File: config.mk
export PLATFORM = sky130hd
export DESIGN_NAME = jam_sched
export DESIGN_NICKNAME = d
export VERILOG_FILES = /design/src/rtl/jam_pkg.sv /design/src/rtl/jam_cost_acc.sv /design/src/rtl/jam_sched.sv
export SDC_FILE = /design/constraint.sdc
export NUM_CORES = 1
export LEC_CHECK = 0
export BUFFER_PORTS_ARGS = -buffer_cell sky130_fd_sc_hd__buf_2
export CORE_UTILIZATION = 45
export DETAILED_ROUTE_END_ITERATION = 8
export MAX_ROUTING_LAYER = met4
export PLACE_DENSITY = 0.67
export SLEW_MARGIN = 10
export SYNTH_ARGS = -nofsm -noshare
export SYNTH_HDL_FRONTEND = slang
export SYNTH_SLANG_ARGS = --single-unit
File: constraint.sdc
create_clock -name CLK -period 3.1 [get_ports CLK]
set_clock_uncertainty 0.1 [all_clocks]
set_input_delay 0 -clock CLK [delete_from_list [all_inputs] [get_ports CLK]]
set_output_delay 0 -clock CLK [all_outputs]
set_load 0.005 [all_outputs]
File: src/rtl/jam_pkg.sv
// ---------------------------------------------------------------------------
// jam_pkg
// Shared definitions for the job-assignment scheduler (jam_sched) and its
// cost accumulator (jam_cost_acc).
//   - default widths N, COST_W, SUM_W, CNT_W and the address width IDX_W
//   - MIN_INIT: all-ones start value of the running minimum
//   - state_t: scheduler state encoding
//   - sat_inc: saturating increment for the match counter
// Optional feature macro used by the including modules: JAM_EARLY_ABORT_EN
// ---------------------------------------------------------------------------
package jam_pkg;

    localparam int N      = 8;
    localparam int COST_W = 7;
    localparam int SUM_W  = 10;
    localparam int CNT_W  = 4;
    localparam int IDX_W  = 3;

    localparam logic [IDX_W-1:0] K_LAST   = IDX_W'(N - 1);
    localparam logic [SUM_W-1:0] MIN_INIT = {SUM_W{1'b1}};
    localparam logic [CNT_W-1:0] CNT_MAX  = {CNT_W{1'b1}};

    typedef enum logic [2:0] {
        S_IDLE  = 3'd0,
        S_REQ   = 3'd1,
        S_WAIT  = 3'd2,
        S_FETCH = 3'd3,
        S_ACC   = 3'd4,
        S_CMP   = 3'd5,
        S_DONE  = 3'd6
    } state_t;

    // Match counter increment that sticks at its maximum value.
    function automatic logic [CNT_W-1:0] sat_inc(input logic [CNT_W-1:0] c);
        logic [CNT_W-1:0] r;
        if (c == CNT_MAX) begin
            r = c;
        end else begin
            r = c + {{(CNT_W-1){1'b0}}, 1'b1};
        end
        return r;
    endfunction

endpackage

File: src/rtl/jam_cost_acc.sv
// ---------------------------------------------------------------------------
// jam_cost_acc
// Cost-ROM address generator and accumulator for one permutation.
// On i_start_fetch the permutation is latched and N address cycles follow
// (W=k, J=job of worker k). ROM data returns one cycle after its address
// and is added to the running sum in that cycle.
// Ports:
//   CLK, RST        clock, asynchronous active-high reset
//   i_clear         zero the running sum
//   i_start_fetch   latch i_seq and begin the address sequence
//   i_seq           packed permutation, 4-bit nibble per worker (bit 3 unused)
//   i_min           current minimum (only with JAM_EARLY_ABORT_EN)
//   i_cost          ROM data, valid one cycle after o_w/o_j
//   o_w, o_j        ROM worker/job address, 0 while not fetching
//   o_fetch_done    high in the last address cycle
//   o_sum           accumulated cost
//   o_abort         running sum already exceeds i_min (JAM_EARLY_ABORT_EN)
// ---------------------------------------------------------------------------
module jam_cost_acc
    import jam_pkg::*;
(
    input  logic                 CLK,
    input  logic                 RST,
    input  logic                 i_clear,
    input  logic                 i_start_fetch,
    input  logic [4*N-1:0]       i_seq,
`ifdef JAM_EARLY_ABORT_EN
    input  logic [SUM_W-1:0]     i_min,
`endif
    input  logic [COST_W-1:0]    i_cost,
    output logic [IDX_W-1:0]     o_w,
    output logic [IDX_W-1:0]     o_j,
    output logic                 o_fetch_done,
    output logic [SUM_W-1:0]     o_sum,
    output logic                 o_abort
);

    logic [N-1:0][IDX_W-1:0] r_jobs;
    logic [IDX_W-1:0]        r_k;
    logic [IDX_W-1:0]        r_w;
    logic [IDX_W-1:0]        r_j;
    logic                    r_active;
    logic                    r_cost_vld;
    logic [SUM_W-1:0]        r_sum;

    logic [N-1:0][IDX_W-1:0] w_jobs_in;
    logic [N-1:0]            w_unused_bits;
    logic [SUM_W-1:0]        w_sum_next;
    logic                    w_abort;
    logic                    w_fetch_done;

    // Split the packed permutation into 3-bit job indices; bit 3 is dropped.
    always_comb begin
        w_jobs_in     = {(N*IDX_W){1'b0}};
        w_unused_bits = {N{1'b0}};
        for (int i = 0; i < N; i++) begin
            w_jobs_in[i]     = i_seq[4*i +: IDX_W];
            w_unused_bits[i] = i_seq[4*i + 3];
        end
    end

    // Running sum including the cost arriving this cycle, and the abort test on it.
    always_comb begin
        w_sum_next   = r_sum + {{(SUM_W-COST_W){1'b0}}, i_cost};
        w_fetch_done = r_active && (r_k == K_LAST);
`ifdef JAM_EARLY_ABORT_EN
        w_abort      = r_cost_vld && (w_sum_next > i_min);
`else
        w_abort      = 1'b0;
`endif
    end

    // Address sequencer, read-valid pipeline and accumulator.
    always_ff @(posedge CLK or posedge RST) begin
        if (RST) begin
            r_jobs     <= {(N*IDX_W){1'b0}};
            r_k        <= {IDX_W{1'b0}};
            r_w        <= {IDX_W{1'b0}};
            r_j        <= {IDX_W{1'b0}};
            r_active   <= 1'b0;
            r_cost_vld <= 1'b0;
            r_sum      <= {SUM_W{1'b0}};
        end else begin
            // An abort drops the read still in flight.
            r_cost_vld <= r_active && !w_abort;

            if (i_clear) begin
                r_sum <= {SUM_W{1'b0}};
            end else if (r_cost_vld) begin
                r_sum <= w_sum_next;
            end else begin
                r_sum <= r_sum;
            end

            if (i_start_fetch) begin
                r_jobs   <= w_jobs_in;
                r_k      <= {IDX_W{1'b0}};
                r_w      <= {IDX_W{1'b0}};
                r_j      <= w_jobs_in[0];
                r_active <= 1'b1;
            end else if (r_active && !w_abort && !w_fetch_done) begin
                r_k      <= r_k + 3'd1;
                r_w      <= r_k + 3'd1;
                r_j      <= r_jobs[r_k + 3'd1];
                r_active <= 1'b1;
            end else begin
                r_k      <= {IDX_W{1'b0}};
                r_w      <= {IDX_W{1'b0}};
                r_j      <= {IDX_W{1'b0}};
                r_active <= 1'b0;
            end
        end
    end

    assign o_w          = r_w;
    assign o_j          = r_j;
    assign o_fetch_done = w_fetch_done;
    assign o_sum        = r_sum;
    assign o_abort      = w_abort;

endmodule

File: src/rtl/jam_sched.sv
// ---------------------------------------------------------------------------
// jam_sched
// Job-assignment scheduler: for each permutation from the permutation engine
// it sums the N worker/job costs from the cost ROM and tracks the minimum
// total and how many permutations reach it.
// Ports:
//   CLK, RST     clock, asynchronous active-high reset
//   start        begin a full search (only accepted in IDLE)
//   perm_req     one-cycle request for the next permutation
//   perm_ack     permutation valid on perm_seq/perm_last (only used in WAIT)
//   perm_seq     packed permutation, nibble i = job for worker i
//   perm_last    this is the final permutation
//   W, J, Cost   cost ROM address and data (data one cycle after address)
//   busy         high outside IDLE
//   MinCost      minimum total cost
//   MatchCount   number of permutations at MinCost (saturating)
//   Valid        one-cycle pulse, results final
// Optional feature: define JAM_EARLY_ABORT_EN to abandon a permutation as
// soon as its running sum exceeds the current minimum.
// ---------------------------------------------------------------------------
module jam_sched
    import jam_pkg::*;
(
    input  logic                 CLK,
    input  logic                 RST,
    input  logic                 start,
    output logic                 perm_req,
    input  logic                 perm_ack,
    input  logic [4*N-1:0]       perm_seq,
    input  logic                 perm_last,
    output logic [IDX_W-1:0]     W,
    output logic [IDX_W-1:0]     J,
    input  logic [COST_W-1:0]    Cost,
    output logic                 busy,
    output logic [SUM_W-1:0]     MinCost,
    output logic [CNT_W-1:0]     MatchCount,
    output logic                 Valid
);

    state_t             r_state;
    state_t             w_next;
    logic               r_perm_req;
    logic               r_busy;
    logic               r_valid;
    logic               r_last;
    logic [SUM_W-1:0]   r_min;
    logic [SUM_W-1:0]   r_min_cost;
    logic [CNT_W-1:0]   r_count;

    logic               w_start_search;
    logic               w_start_fetch;
    logic               w_fetch_done;
    logic               w_abort;
    logic [SUM_W-1:0]   w_sum;

    assign w_start_search = (r_state == S_IDLE) && start;
    assign w_start_fetch  = (r_state == S_WAIT) && perm_ack;

    jam_cost_acc u_acc (
        .CLK           (CLK),
        .RST           (RST),
        .i_clear       (w_start_search | w_start_fetch),
        .i_start_fetch (w_start_fetch),
        .i_seq         (perm_seq),
`ifdef JAM_EARLY_ABORT_EN
        .i_min         (r_min),
`endif
        .i_cost        (Cost),
        .o_w           (W),
        .o_j           (J),
        .o_fetch_done  (w_fetch_done),
        .o_sum         (w_sum),
        .o_abort       (w_abort)
    );

    // Next-state logic; an aborted permutation skips straight to compare/done.
    always_comb begin
        w_next = r_state;
        case (r_state)
            S_IDLE: begin
                if (start) w_next = S_REQ;
                else       w_next = S_IDLE;
            end
            S_REQ:  w_next = S_WAIT;
            S_WAIT: begin
                if (perm_ack) w_next = S_FETCH;
                else          w_next = S_WAIT;
            end
            S_FETCH: begin
                if (w_abort)           w_next = r_last ? S_DONE : S_CMP;
                else if (w_fetch_done) w_next = S_ACC;
                else                   w_next = S_FETCH;
            end
            S_ACC: begin
                if (w_abort) w_next = r_last ? S_DONE : S_CMP;
                else         w_next = S_CMP;
            end
            S_CMP: begin
                if (r_last) w_next = S_DONE;
                else        w_next = S_REQ;
            end
            S_DONE:  w_next = S_IDLE;
            default: w_next = S_IDLE;
        endcase
    end

    // State register and the registered control outputs decoded from the next state.
    always_ff @(posedge CLK or posedge RST) begin
        if (RST) begin
            r_state    <= S_IDLE;
            r_perm_req <= 1'b0;
            r_busy     <= 1'b0;
            r_valid    <= 1'b0;
        end else begin
            r_state    <= w_next;
            r_perm_req <= (w_next == S_REQ);
            r_busy     <= (w_next != S_IDLE);
            r_valid    <= (w_next == S_DONE);
        end
    end

    // Search results: cleared on start, updated by the compare step;
    // the last flag is captured together with the permutation.
    always_ff @(posedge CLK or posedge RST) begin
        if (RST) begin
            r_min      <= MIN_INIT;
            r_min_cost <= {SUM_W{1'b0}};
            r_count    <= {CNT_W{1'b0}};
            r_last     <= 1'b0;
        end else begin
            if (w_start_search) begin
                r_min      <= MIN_INIT;
                r_min_cost <= MIN_INIT;
                r_count    <= {CNT_W{1'b0}};
            end else if (r_state == S_CMP) begin
                if (w_sum < r_min) begin
                    r_min      <= w_sum;
                    r_min_cost <= w_sum;
                    r_count    <= {{(CNT_W-1){1'b0}}, 1'b1};
                end else if (w_sum == r_min) begin
                    r_count    <= sat_inc(r_count);
                end else begin
                    r_count    <= r_count;
                end
            end else begin
                r_count <= r_count;
            end

            if (w_start_fetch) begin
                r_last <= perm_last;
            end else begin
                r_last <= r_last;
            end
        end
    end

    assign perm_req   = r_perm_req;
    assign busy       = r_busy;
    assign Valid      = r_valid;
    assign MinCost    = r_min_cost;
    assign MatchCount = r_count;

endmodule
==> flow_metrics.py, run 1 <==
metrics = {
    "sta": {
        "worst_slew_pin_slew_ps": 585,
        "finalSetupTns_ps": 0,
        "relSlewSlack": 0.609,
        "setup_viol": 0,
        "rsz0062_at_grt": "no",
        "max_freq_ghz": 0.423,
        "hold_violations": 0,
        "slew_viol_final": 0,
        "finalCriticalPeriod_ps": 2370,
        "finalCritPeriodShare": 0.763,
    },
    "clock_tree": {
        "htreeDepth": 3,
        "cts_buffers": 9,
        "cts-hold-fix-buffers": 28,
        "root_buffer": "clkbuf_8",
        "cts_sinks": 73,
        "clk_path_buf_depth": 2,
        "post_cts_resized": 0,
        "cts_tree": "done",
        "clk_pin_slew_ps": 70,
        "clock_latency_ps": 340,
        "cts_setup_buffers": 0,
    },
    "layout": {
        "most-common-layout-cells": "87 x nand2_1, 63 x dfrtp_1, 58 x buf_2, 28 x dlygate4sd3_1, 21 x inv_1",
        "drive_above_1_share": 0.224,
        "multi_input_area_um2": 1630,
        "layout_commonest_cell": "nand2_1",
        "seq_area_um2": 1840,
        "nets": 507,
        "diodes": 0,
        "finish.utilization": 0.584,
        "area_growth_pct": 25.2,
        "fillCellCount": 687,
        "design_area_um2": 4540,
    },
    "logic_synthesis": {
        "ys_types": 49,
        "async_reset_ff_frac": 1.00,
        "synth_edf_count": 0,
        "synth_seq_cells": 73,
        "syn_avg_cell_area_um2": 10.2,
        "yosys_warnings": 0,
        "yosysSeqAreaShare": 0.507,
        "synth_area_um2": 3630,
        "syn_nets": 422,
        "synthFlopType": "dfrtp_1",
        "postSynthCellCount": 357,
    },
    "worst_hold_path": {
        "hp-class": "in -> reg",
        "holdPathStages": 5,
    },
    "setup_path": {
        "crit_required_ps": 3270,
        "path_cells": "inv_1, ha_1, nand4_1, a211oi_1, a211o_1, nand2_2, o22ai_1, o2bb2ai_1",
        "critical_path_buf_inv_count": 1,
        "path_delay_family": "compound AO/OA/AOI/OAI gates",
        "crit_path_end_kind": "flop",
        "slowest_stage": "dfstp_2",
        "cpPeakStageDelay_ps": 530,
        "start_kind": "flop",
        "path_max_fanout": 22,
        "setup.worst_path.class": "reg -> reg",
        "cp_num_cells": 8,
        "worstPathArrival_ps": 2530,
        "ff2ff_path_depth": 8,
    },
    "global_routing": {
        "grt_use_total": 0.200,
        "grt_pass1_vias": 2762,
        "use_met2": 0.336,
        "grt_max_degree": 48,
        "grt_pass1_wl_um": 12900,
        "overflow": 0,
        "antenna_found_initial": 0,
        "grt.met3_usage": 0.0547,
        "globalRouteMet1Util": 0.240,
        "top_usage_layer": "met2",
    },
    "routing": {
        "avgRoutedWirePerCell_um": 13.6,
        "initialDrtViolationCount": 151,
        "drc": 0,
        "routed_wl_um": 7480,
        "first_pass_iters": 4,
        "detail-route-antenna-nets": 0,
        "viasPerCell": 5.13,
        "vias": 2814,
    },
    "placement": {
        "placed_cell_area_um2": 4010,
        "hpwl_um": 4980,
        "place.gp.congestion": 0.792,
        "port_buffers": 58,
    },
    "floorplan": {
        "rows": 32,
        "initial_core_util": 0.467,
        "die_width_um": 91.8,
        "die_y_um": 91.8,
        "core_area_um2": 7770,
        "io-pin-count": 67,
        "fp.dieArea_um2": 8420,
    },
    "power_and_ir_drop": {
        "p_leak_nw": 2.28,
        "p_per_area_nw_per_um2": 969,
        "ir_drop_mv": 0.658,
    },
    "run": {
        "cap_violations": 0,
    },
    "status": {
        "status": "finished, final reports clean",
    },
}
## state kept, by name, indices dropped and copies added (netlist names), 3 cells and up
register	flops
u_acc.o_sum	10
u_acc.r_k	3
u_acc.o_j	3
MatchCount	4
r_min	10
r_state	3
u_acc.r_jobs	24
MinCost	10
## power by group
| part | leakage [nW] | internal, mW | switching [mW] |
|---|---|---|---|
| sequential | 0.875 | 1.41 | 0.351 |
| combinational | 1.27 | 0.870 | 0.843 |
| clock | 0.127 | 0.581 | 0.341 |
## per-layer routing
layer  wire, um  up-vias
li1           -     1404
met3        298       10
met5          0        -
met4        102        0
met2       3780       61
met1       3290     1339
## final timing paths
check	from	endpoint	slack, ps
worst max-delay path	r_min[5]	MatchCount[2]	730
worst min-delay path	Cost[6]	u_acc.o_sum[6]	80
worst max register to register	r_min[5]	MatchCount[2]	730
worst min register to register	u_acc.r_active	u_acc.r_cost_vld	330
max in group asynchronous	RST	r_min[9]	2020
min in group asynchronous	RST	u_acc.r_jobs[13]	160
## synthesized netlist by cell type (2+ instances only)
| cell type | n | area [um^2] |
|---|---|---|
| nand4_1 | 3 | 18.8 |
| buf_2 | 8 | 40.0 |
| mux2i_1 | 6 | 60.1 |
| and3_1 | 2 | 12.5 |
| a211oi_1 | 3 | 22.5 |
| nand2_1 | 87 | 327 |
| o21ai_0 | 10 | 50.1 |
| o211ai_1 | 3 | 22.5 |
| or3_1 | 6 | 37.5 |
| nor2_1 | 18 | 67.6 |
| buf_4 | 2 | 15.0 |
| o21ai_1 | 5 | 25.0 |
| xnor2_1 | 2 | 17.5 |
| mux4_2 | 6 | 135 |
| dfstp_2 | 10 | 263 |
| dfrtp_1 | 63 | 1580 |
| nor2b_1 | 2 | 12.5 |
| nor3_1 | 5 | 25.0 |
| o22a_1 | 20 | 175 |
| o21a_1 | 2 | 15.0 |
| o22ai_1 | 2 | 12.5 |
| clkbuf_1 | 5 | 18.8 |
| ha_1 | 20 | 250 |
| nand2b_1 | 4 | 25.0 |
| nand3_1 | 6 | 30.0 |
| inv_1 | 22 | 82.6 |
| a21oi_1 | 13 | 65.1 |
## cell families (layout without fill, tap and decap cells)
group / Yosys count / in the layout / synth area share
AND/OR/NAND/NOR: 144 / 144 / 0.183
AO/OA/AOI/OAI: 68 / 68 / 0.134
multiplexers: 12 / 12 / 0.0538
flip-flops: 73 / 73 / 0.507
XOR/XNOR: 2 / 2 / 0.00483
adder cells (fa/ha/maj): 21 / 21 / 0.0745
buffers and inverters: 37 / 127 / 0.0431
## final cells by class
| cell class | instances | share of cell area |
|---|---|---|
| flip-flops and latches | 73 | 0.405 |
| multi-input cells | 247 | 0.359 |
| repair buffers | 89 | 0.133 |
| clock buffers | 12 | 0.0342 |
| well taps | 102 | 0.0281 |
| clock inverters | 4 | 0.0218 |
| inverters | 22 | 0.0182 |
## worst min-delay path, cell delays in order
cell and delay [ps]:
buf_2 80, ha_1 170, o21ai_0 90, nand3_1 80, a21oi_1 70
## through the flow
stage	hold slack, ps	instances	power, mW	setup slack, ps
6_report	80.7	549	4.40	734
3_3_place_gp	8.40	505	3.42	785
5_1_grt	126	549	4.78	566
4_1_cts	61.6	549	4.44	719
2_1_floorplan	5.44	357	3.01	957
3_5_place_dp	1.16	505	3.47	741
Power figures use the tool's default switching activity.
==> inputs of run 2 (changes only) <==
PLACE_DENSITY = 0.69   (was 0.67)
clock period = 2.1 ns   (was 3.1 ns; I/O delays follow)
==> run 2 against run 1 <==
The run now ends with negative setup slack left. Clock power increased by 36%. Via count increased by 8.7%. Critical path depth rose by 1. Combinational power up 99%. Final area rose by 11%.
==> flow_metrics.py, run 2 (same netlist as run 1, synthesis figures left out) <==
metrics = {
    "status": {
        "status": "finished with violations",
        "violations": "negative setup slack",
    },
    "layout": {
        "drive_above_1_share": 0.341,
        "diodes": 0,
        "design_area_um2": 5040,
        "layout_commonest_cell": "nand2_1",
        "fin_cells": 580,
        "most-common-layout-cells": "86 x nand2_1, 63 x dfrtp_1, 58 x buf_2, 27 x dlygate4sd3_1, 24 x buf_4",
        "largest_reg_flops": 24,
        "area_growth_pct": 38.9,
        "fillCellCount": 620,
        "regMostFlops": "u_acc.r_jobs",
        "nets": 538,
    },
    "clock_tree": {
        "clk_path_buf_depth": 2,
        "clock_latency_ps": 350,
        "root_buffer": "clkbuf_8",
        "clk_pin_slew_ps": 80,
        "cts_tree": "done",
        "htreeDepth": 3,
        "cts_sinks": 73,
        "cts_buffers": 9,
    },
    "routing": {
        "vias": 3060,
        "detail-route-antenna-nets": 0,
        "initialDrtViolationCount": 94,
        "first_pass_iters": 4,
        "routed_wl_um": 9010,
        "viasPerCell": 5.28,
        "avgRoutedWirePerCell_um": 15.5,
        "drc": 0,
    },
    "sta": {
        "relSlewSlack": 0.704,
        "setup_viol": 26,
        "max_freq_ghz": 0.443,
        "slew_viol_final": 0,
        "worst_slew_pin_slew_ps": 444,
        "finalCritPeriodShare": 1.08,
        "finalSetupTns_ps": -2810,
        "rsz0062_at_grt": "yes",
        "hold_violations": 0,
        "fin_ws_ps": -159,
        "finalCriticalPeriod_ps": 2260,
    },
    "global_routing": {
        "grt_max_degree": 74,
        "use_met2": 0.357,
        "globalRouteMet1Util": 0.271,
        "overflow": 0,
        "antenna_found_initial": 0,
        "top_usage_layer": "met2",
        "grt_use_total": 0.217,
        "grt_pass1_wl_um": 13900,
        "grt.met3_usage": 0.0423,
        "grt_pass1_vias": 2998,
    },
    "setup_path": {
        "slowest_stage": "dfrtp_1",
        "start_kind": "flop",
        "path_delay_family": "simple AND/OR/NAND/NOR gates",
        "setup.worst_path.class": "reg -> reg",
        "crit_required_ps": 2240,
        "critical_path_buf_inv_count": 1,
        "path_max_fanout": 3,
        "worstPathArrival_ps": 2400,
        "cpPeakStageDelay_ps": 390,
        "crit_path_end_kind": "flop",
        "path_cells": "ha_2, inv_2, fa_2, and2b_1, o31a_1, o21a_1, or3_4, nand3_2, a21oi_2",
    },
    "floorplan": {
        "core_area_um2": 7770,
        "die_y_um": 91.8,
        "die_width_um": 91.8,
        "rows": 32,
        "initial_core_util": 0.467,
        "fp.dieArea_um2": 8420,
        "io-pin-count": 67,
    },
    "run": {
        "cap_violations": 0,
    },
    "placement": {
        "port_buffers": 58,
        "placed_cell_area_um2": 4160,
        "hpwl_um": 5470,
        "post-place-ws_ps": -122,
        "place.gp.congestion": 0.800,
        "dp.cells": 524,
    },
    "worst_hold_path": {
        "hp-class": "in -> reg",
    },
    "power_and_ir_drop": {
        "p_leak_nw": 2.46,
        "ir_drop_mv": 0.766,
        "total_power_mw": 7.21,
        "p_per_area_nw_per_um2": 1430,
    },
}
run 2: metal layers:
metal / share of wire / wire (um)
met5: 0 / 0
met4: 0.015 / 136
met3: 0.045 / 406
met2: 0.51 / 4610
met1: 0.43 / 3860
run 2: final cells by class:
type                       instances  area, um^2  area share
clock buffer                      11         151      0.0301
multi-input combinational        247        1800       0.357
clock inverter                     5        77.6      0.0154
inverter                          22        82.6      0.0164
tap                              102         128      0.0253
timing repair buffer             120         962       0.191
sequential                        73        1840       0.365
run 2: power breakdown:
part | internal (mW) | switching [mW] | total, mW
Combinational | 1.76 | 1.65 | 3.41
Sequential | 2.09 | 0.451 | 2.54
Clock | 0.730 | 0.524 | 1.25
run 2: path summary, 6_finish.rpt:
kind                                      from          endpoint  slack (ps)  cells after the start
worst min register to register  u_acc.r_active  u_acc.r_cost_vld         330                      0
max in group asynchronous                  RST          r_min[9]        1400                      4
worst max-delay path            u_acc.o_sum[0]    u_acc.o_sum[6]        -160                      9
worst min-delay path                  perm_ack        r_state[0]           8                      5
min in group asynchronous                  RST  u_acc.r_jobs[22]         170                      4
worst max register to register  u_acc.o_sum[0]    u_acc.o_sum[6]        -160                      9
run 2: worst reg2reg max path, delay by kind of cell (launching register included):
family          cells  cell delay [ps]
buf+inv             1               50
simple gates        3              630
flops               1              390
compound gates      3              590
fa+ha+maj           2              380
run 2: repair_timing:
action | 4_1_cts | 5_1_grt
buffers inserted | 3 | 4
endpoints found under the hold margin | 102 | 0
gates resized for setup | 13 | 28
gates cloned | 1 | 5
pin swaps | 6 | 42
hold buffers | 27 | 0
endpoints found under the setup margin | 25 | 28
run 2: through the flow:
step,util,hold slack (ps)
after CTS,0.616,8.60
after global placement,0.536,11.8
after floorplan,-,5.44
final,0.648,7.83
after global routing,0.648,26.4
after detailed placement,0.536,20.2
==> inputs of run 3 (changes only) <==
CORE_ASPECT_RATIO = 0.8   (was unset)
CORE_UTILIZATION = 52   (was 45)
CTS_BUF_LIST = sky130_fd_sc_hd__clkbuf_8   (was unset)
PLACE_DENSITY = 0.78   (was 0.69)
==> run 3 against run 2 <==
The run still ends with negative setup slack left. Sequential power is 2% higher. Core utilization grew 13 points. Global-route usage increased by 6.8 points. Non-clock buffer count rose by 3. Hold slack gained 37 ps. Register-to-register slack barely moved.
==> flow_metrics.py, run 3 (same netlist as run 1, synthesis figures left out) <==
metrics = {
    "status": {
        "status": "finished with violations",
        "violations": "negative setup slack",
    },
    "setup_path": {
        "path_max_fanout": 6,
        "setup.worst_path.class": "reg -> reg",
        "path_cells": "inv_2, ha_4, nand4_1, a211oi_2, a211o_1, nand2_4, buf_12, o22a_1",
        "worst_r2r_endpoint": "MinCost[9]",
        "crit_start": "r_min[2]",
        "crit_end": "MinCost[9]",
        "crit_path_end_kind": "flop",
        "ff2ff_path_depth": 8,
        "ff2ff_setup_slack_ps": -170,
        "worstPathArrival_ps": 2400,
        "start_kind": "flop",
        "slowest_stage": "dfstp_2",
        "r2r_start": "r_min[2]",
        "crit_required_ps": 2220,
        "cpPeakStageDelay_ps": 560,
    },
    "power_and_ir_drop": {
        "ir_drop_mv": 0.618,
        "seq_power_share": 0.343,
        "total_power_mw": 7.54,
        "p_sw_mw": 2.86,
        "p_per_area_nw_per_um2": 1480,
        "p_clk_frac": 0.160,
        "switching_share": 0.380,
        "p_leak_nw": 2.46,
        "combPwrFrac": 0.497,
        "power.internal_mw": 4.67,
    },
    "layout": {
        "fillCellCount": 393,
        "regMostFlops": "u_acc.r_jobs",
        "nets": 541,
        "drive_above_1_share": 0.363,
        "layout_commonest_cell": "nand2_1",
        "largest_reg_flops": 24,
        "finish.utilization": 0.775,
        "most-common-layout-cells": "85 x nand2_1, 62 x dfrtp_1, 58 x buf_2, 27 x dlygate4sd3_1, 25 x buf_4",
        "diodes": 0,
        "area_growth_pct": 40.4,
        "fin_cells": 564,
    },
    "global_routing": {
        "grt_max_degree": 74,
        "grt_use_total": 0.284,
        "grt_pass1_wl_um": 15100,
        "grt_pass1_vias": 3135,
        "overflow": 0,
        "antenna_found_initial": 0,
    },
    "clock_tree": {
        "cts_sinks": 73,
        "htreeDepth": 3,
        "cts_tree": "done",
        "clock_latency_ps": 350,
        "cts_buffers": 9,
        "root_buffer": "clkbuf_8",
        "clk_path_buf_depth": 2,
        "clk_pin_slew_ps": 80,
    },
    "placement": {
        "dp.cells": 508,
        "port_buffers": 58,
        "hpwl_um": 5680,
        "place.gp.congestion": 0.816,
    },
    "sta": {
        "finalCriticalPeriod_ps": 2270,
        "setup_viol": 27,
        "finalCritPeriodShare": 1.08,
        "relSlewSlack": 0.730,
        "hold_violations": 0,
        "max_freq_ghz": 0.440,
        "finalSetupTns_ps": -3040,
        "rsz0062_at_grt": "yes",
        "fin_ws_ps": -173,
        "slew_viol_final": 0,
        "worst_slew_pin_slew_ps": 405,
    },
    "run": {
        "cap_violations": 0,
    },
    "routing": {
        "detail-route-antenna-nets": 0,
        "drc": 0,
        "first_pass_iters": 4,
        "avgRoutedWirePerCell_um": 17.5,
        "routed_wl_um": 9860,
        "vias": 3184,
        "viasPerCell": 5.65,
        "initialDrtViolationCount": 179,
    },
    "floorplan": {
        "die_y_um": 76.7,
        "rows": 26,
        "die_width_um": 95.4,
        "core_area_um2": 6570,
        "io-pin-count": 67,
        "initial_core_util": 0.552,
        "fp.dieArea_um2": 7310,
    },
    "worst_hold_path": {
        "hp-class": "in -> reg",
        "hp-start": "Cost[1]",
    },
}
run 3: cell count changes in the layout (fill, tap and decap cells not counted), moves of 3 or more:
| cell | delta |
|---|---|
| a21oi_1 | -3 |
| a21oi_2 | +3 |
| buf_6 | +3 |
| clkbuf_16 | -3 |
| ha_1 | -4 |
| ha_4 | +4 |
run 3: timing repair:
action	CTS	global route
setup endpoints to repair	26	29
gates cloned	3	1
gates resized for setup	28	29
hold buffers	27	0
hold endpoints to repair	102	0
buffers inserted	5	5
pin swaps	16	24
run 3: metal layers:
metal | wire length, um | global-route usage | share of wire | vias up
met5 | 0 | - | 0 | -
met4 | 258 | 0.109 | 0.026 | 0
met3 | 706 | 0.0645 | 0.072 | 26
met2 | 4720 | 0.429 | 0.48 | 135
met1 | 4180 | 0.374 | 0.42 | 1550
li1 | - | - | - | 1473
run 3: worst max-delay path: cells and delay by family (launching register included):
| kind | cells | cell delay (ps) |
|---|---|---|
| buffers and inverters | 2 | 240 |
| DFF | 1 | 560 |
| and+or+nand+nor | 2 | 310 |
| adders and majority gates | 1 | 260 |
| AOI/OAI and AO/OA | 3 | 670 |
run 3: layout make-up:
class | count | area (um^2) | area share
Inverter | 22 | 82.6 | 0.0162
Sequential cell | 73 | 1840 | 0.362
Clock inverter | 6 | 92.6 | 0.0182
Multi-Input combinational cell | 247 | 1860 | 0.366
Timing Repair Buffer | 123 | 983 | 0.193
Clock buffer | 9 | 124 | 0.0243
Tap cell | 84 | 105 | 0.0206
run 3: worst min-delay path by stage:
stage / to / slack, ps / depth (start not counted)
after global placement: u_acc.r_jobs[3] / 8 / 3
after detailed placement: u_acc.r_jobs[3] / 20 / 3
final: u_acc.o_sum[1] / 40 / 4
after CTS: r_state[0] / 20 / 5
after global routing: u_acc.o_sum[1] / 70 / 4
after floorplan: r_last / 5 / 2
run 3: power groups by stage:
stage / sequential [mW] / clock [mW] / combinational (mW)
final: 2.58 / 1.21 / 3.74
after global routing: 2.64 / 1.28 / 4.10
after CTS: 2.53 / 1.22 / 3.27
after detailed placement: 2.51 / 0 / 2.97
after global placement: 2.47 / 0 / 2.84
after floorplan: 2.44 / 0 / 2.00
run 3: through the flow:
stage               hold slack [ps]  area, um^2  setup slack [ps]
floorplan                      5.44        3630             -1.28
global placement               8.08        4150             -39.9
detailed placement             17.7        4150              -113
CTS                            20.3        4890             -65.3
global route                   72.1        5090              -230
finish                         44.9        5090              -173
